<file path="src/rtl/mem_wb_stage.sv">
// mem_wb_stage: MEM-to-WB pipeline register with big-endian load-data alignment,
// misalignment suppression, stall/flush handling and a retired-instruction counter.
// All wb_* outputs come straight from flops so the register file can bypass them safely.
module mem_wb_stage #(
  parameter int RETIRE_W = 32
) (
  input  logic                clk,
  input  logic                rst,
  input  logic                stall_mem,
  input  logic                stall_wb,
  input  logic                flush,
  input  logic                mem_valid,
  input  logic                mem_we,
  input  logic [4:0]          mem_waddr,
  input  logic [31:0]         mem_wdata,
  input  logic                mem_is_load,
  input  logic [2:0]          mem_load_op,
  input  logic [1:0]          mem_addr_lo,
  input  logic [31:0]         mem_rdata,
  input  logic                mem_hilo_we,
  input  logic [31:0]         mem_hi,
  input  logic [31:0]         mem_lo,
  output logic                wb_we,
  output logic [4:0]          wb_waddr,
  output logic [31:0]         wb_wdata,
  output logic                wb_hilo_we,
  output logic [31:0]         wb_hi,
  output logic [31:0]         wb_lo,
  output logic                wb_misalign,
  output logic [RETIRE_W-1:0] retire_cnt
);

  localparam logic [2:0] OP_LB  = 3'b000;
  localparam logic [2:0] OP_LBU = 3'b001;
  localparam logic [2:0] OP_LH  = 3'b010;
  localparam logic [2:0] OP_LHU = 3'b011;
  localparam logic [2:0] OP_LW  = 3'b100;

  logic [7:0]  sel_byte;
  logic [15:0] sel_half;
  logic [31:0] load_data;
  logic        load_bad;
  logic        cap_misalign;
  logic [31:0] cap_wdata;

  // Pick the big-endian byte and halfword lanes addressed by the low address bits.
  always_comb begin
    sel_byte = 8'h00;
    case (mem_addr_lo)
      2'b00: sel_byte = mem_rdata[31:24];
      2'b01: sel_byte = mem_rdata[23:16];
      2'b10: sel_byte = mem_rdata[15:8];
      2'b11: sel_byte = mem_rdata[7:0];
      default: sel_byte = 8'h00;
    endcase
    sel_half = mem_addr_lo[1] ? mem_rdata[15:0] : mem_rdata[31:16];
  end

  // Extend the selected lane per load type and flag misaligned or reserved loads.
  always_comb begin
    load_data = 32'h0;
    load_bad  = 1'b0;
    case (mem_load_op)
      OP_LB:  load_data = {{24{sel_byte[7]}}, sel_byte};
      OP_LBU: load_data = {24'h0, sel_byte};
      OP_LH: begin
        load_bad  = mem_addr_lo[0];
        load_data = {{16{sel_half[15]}}, sel_half};
      end
      OP_LHU: begin
        load_bad  = mem_addr_lo[0];
        load_data = {16'h0, sel_half};
      end
      OP_LW: begin
        load_bad  = (mem_addr_lo != 2'b00);
        load_data = mem_rdata;
      end
      default: load_bad = 1'b1;
    endcase
  end

  // Choose the value that will be captured into wb_wdata; a faulting load writes zero.
  always_comb begin
    cap_misalign = mem_is_load & load_bad;
    if (!mem_is_load)
      cap_wdata = mem_wdata;
    else if (load_bad)
      cap_wdata = 32'h0;
    else
      cap_wdata = load_data;
  end

  // Pipeline register: reset, then flush/bubble, then hold on WB stall, else capture.
  always_ff @(posedge clk) begin
    if (rst) begin
      wb_we       <= 1'b0;
      wb_waddr    <= 5'd0;
      wb_wdata    <= 32'h0;
      wb_hilo_we  <= 1'b0;
      wb_hi       <= 32'h0;
      wb_lo       <= 32'h0;
      wb_misalign <= 1'b0;
      retire_cnt  <= '0;
    end else if (flush || (stall_mem && !stall_wb)) begin
      wb_we       <= 1'b0;
      wb_waddr    <= 5'd0;
      wb_wdata    <= 32'h0;
      wb_hilo_we  <= 1'b0;
      wb_hi       <= 32'h0;
      wb_lo       <= 32'h0;
      wb_misalign <= 1'b0;
    end else if (!stall_wb) begin
      wb_we       <= mem_we & mem_valid & ~cap_misalign;
      wb_waddr    <= mem_waddr;
      wb_wdata    <= cap_wdata;
      wb_hilo_we  <= mem_hilo_we & mem_valid;
      wb_hi       <= mem_hi;
      wb_lo       <= mem_lo;
      wb_misalign <= cap_misalign & mem_valid;
      if (mem_valid)
        retire_cnt <= retire_cnt + RETIRE_W'(1);
    end
  end

endmodule

</file>
<file path="config.mk">
export PLATFORM = sky130hd
export DESIGN_NAME = mem_wb_stage
export DESIGN_NICKNAME = d
export VERILOG_FILES = /design/src/rtl/mem_wb_stage.sv
export SDC_FILE = /design/constraint.sdc
export NUM_CORES = 1
export LEC_CHECK = 0
export ABC_AREA = 1
export BUFFER_PORTS_ARGS = -buffer_cell sky130_fd_sc_hd__buf_2
export CORE_MARGIN = 5
export CORE_UTILIZATION = 40
export CTS_CLUSTER_DIAMETER = 80
export DETAILED_ROUTE_END_ITERATION = 8
export GPL_TIMING_DRIVEN = 0
export PLACE_DENSITY = 0.74
export SKIP_CTS_REPAIR_TIMING = 1
export SLEW_MARGIN = 15
export SYNTH_ARGS = -nofsm -noshare
export SYNTH_HDL_FRONTEND = slang
export SYNTH_SLANG_ARGS = --single-unit
</file>
<file path="constraint.sdc">
create_clock -name clk -period 2.08 [get_ports clk]
set_clock_uncertainty 0.05 [all_clocks]
set_input_delay 0.312 -clock clk [delete_from_list [all_inputs] [get_ports clk]]
set_output_delay 0.312 -clock clk [all_outputs]
set_load 0.01 [all_outputs]
</file>
==> out/qor.csv <==
metric,value,unit
worst r2r dst,retire_cnt[28],
Post-Syn Area per Cell,6.41,sq um
buffers added on ports,279,
layout cells sized above 1,0.253,
die span in x,139,um
path type of the worst min-delay path,primary input to flop,
CTS Root Cell,clkbuf_16,
grt total ovfl,0,
Commonest cells post-synth,"355 x nand2_1, 164 x a21oi_1, 136 x dfxtp_1",
status,completed,
Synth area leader,dfxtp_1,
most common cell in the synthesized netlist,nand2_1,
Fillers,1635,
slowest CP cell,dfxtp_1,
Peak VDD IR,507,uV
Pre-antenna DRT Iters,5,
ys flop type,dfxtp_1,
Post-route DRC,0,
final design utilization,0.542,
CTS max path bufs,2,
dpl hpwl,18000,um
Hold EP,wb_lo[31],
Initial Util,0.403,
wire per inst,14.7,um
Fin Setup TNS,0,ns
final setup vio count,0,
sequential area share after synthesis,0.412,
"Net Count, Synth",1179,
asr flop ratio synth,0,
total clock sinks,136,
CP Cell Sequence,ha_1 -> inv_1 -> nor2_1 -> nand2_1 -> nor2_2 -> nand3_1 -> nor2_1 -> nand2_1 -> nand2_1 -> nor2_1,
Reg area,2720,sq um
Reg2Reg Depth,10,
insertion delay to the later sink of the worst-skew pair,0.42,ns
first-pass GRT wire length,36400,um
Yosys top cell area share,0.412,
worst endpoint data arrival time,2.11,ns
measured slew at the worst slew-check pin,0.601,ns
post-synthesis register bit count,136,
HP Start,mem_lo[31],
H-tree levels,4,
Setup Crit Path Kind,flop to flop,
CP endpoint kind,flop,
initial antenna violation count,4,
CP bufs+invs,1,
Hold Path Stages,3,
Syn Std Cell Area,6610,sq um
min Tclk post-route,1.84,ns
io pins,283,
Layout area overhead,34.5,%
YS warnings,0,
DIE AREA,19200,sq um
startpoint types,flop,
Starting DRT DRC Count,568,
Synth cell types,31,
unrepaired setup endpoints after global routing,false,
row count,47,
number of enable flip-flop cells after synthesis,0,
Final Hold Viols,0,
largest fanout on the critical path,5,
core area,16400,sq um
"antenna viol nets, final",0,
Nets,1477,
clock slew at reported path FFs,0.07,ns
Worst path max stage delay,0.42,ns
CTS Buf Count,17,
TritonCTS clock tree,yes,
largest net degree at the start of global routing,17,
Mapped Cells,1031,
routed via count,7763,
vias in the first global route,7306,
Post-Route WL,23000,um
Die Ht,139,um
pins over their slew limit,0,
synth top area cells,"dfxtp_1 41%, nand2_1 20%, a21oi_1 12%",
Pleak,4.13,nW
Worst R2R Setup Slack,0.24,ns
PwrDens,731,nW/um^2
vias per cell,4.96,
worst r2r src,retire_cnt[0],
FMAX,543,MHz
footprint of the multi-input gates,3310,sq um
Tcrit/Tclk final,0.885,
Max-Cap Viols,0,
Placer Congestion,0.957,
Global Route Usage Sum,0.231,
"delay-heaviest family, CP",simple AND/OR/NAND/NOR gates,
CP Data Required Time,2.35,ns
normalized max-slew margin,0.598,
==> tightest hold or removal path, cell delays in order <==
cell     delay, ns
buf_2         0.09
nand2_1       0.05
a21oi_1       0.05
==> per-layer routing <==
metal | track usage | share of wire | vias up
met5 | 0 | 0.00087 | -
met1 | 0.278 | 0.41 | 3476
met4 | 0.0822 | 0.021 | 2
met3 | 0.0776 | 0.088 | 32
met2 | 0.387 | 0.48 | 343
li1 | - | - | 3910
==> cell usage in the layout (no fill, tap or decap), drive strengths merged, types with 2 or more instances in the layout <==
master  count
nand2     357
buf       295
a21oi     164
dfxtp     136
inv       100
o21ai      89
nor2       80
clkbuf     57
nand3      34
nand4       7
nor3        4
clkinv      4
diode       3
xor2        2
xnor2       2
bufinv      2
o21bai      2
==> stage by stage <==
stage / power [mW] / std cells / hold WS (ns) / instance area [sq um] / setup slack [ns]
floorplan: 3.13 / 1031 / 0.407 / 6610 / 0.438
global placement: 3.46 / 1530 / 0.398 / 8280 / 0.113
detailed placement: 3.46 / 1530 / 0.402 / 8280 / 0.115
CTS: 6.56 / 1562 / 0.0631 / 8880 / 0.0984
global route: 6.77 / 1565 / 0.0669 / 8890 / 0.0230
finish: 6.50 / 1565 / 0.0804 / 8890 / 0.239
==> registers in the layout (all words and copies together), names as in the netlist <==
signal and flops:
wb_hi 32, wb_we 1, retire_cnt 32, wb_wdata 32, wb_waddr 5, wb_lo 32, wb_hilo_we 1, wb_misalign 1
==> how the worst max path moves through the flow <==
stage          slack [ns]          start        endpoint  depth (start not counted)
6_report             0.24  retire_cnt[0]  retire_cnt[28]                         10
3_5_place_dp         0.11  retire_cnt[0]  retire_cnt[28]                         10
5_1_grt              0.02  retire_cnt[0]  retire_cnt[28]                         10
2_1_floorplan        0.44  retire_cnt[0]  retire_cnt[28]                         10
4_1_cts               0.1  retire_cnt[0]  retire_cnt[28]                         10
3_3_place_gp         0.11       stall_wb  retire_cnt[28]                          9
==> cells by family after synthesis <==
group                    share of synthesized area
buffers and inverters                       0.0884
AND/OR/NAND/NOR                              0.296
adder cells (fa/ha/maj)                    0.00189
AO/OA/AOI/OAI                                0.197
flip-flops                                   0.412
XOR/XNOR                                   0.00530
==> area by class of cell <==
type / instances / share of cell area
Antenna cell: 3 / 0.000844
Clock inverter: 14 / 0.0182
Multi-Input combinational cell: 747 / 0.372
Tap cell: 220 / 0.0310
Timing Repair Buffer: 279 / 0.157
Buffer: 55 / 0.0265
Sequential cell: 136 / 0.306
Clock buffer: 18 / 0.0494
Inverter: 93 / 0.0393
==> power by group <==
part	switching, mW	total, mW	internal (mW)
clock	1.25	3.09	1.83
sequential	0.0316	2.70	2.66
combinational	0.448	0.718	0.270
total	1.73	6.50	4.77
Power figures use the tool's default switching activity.
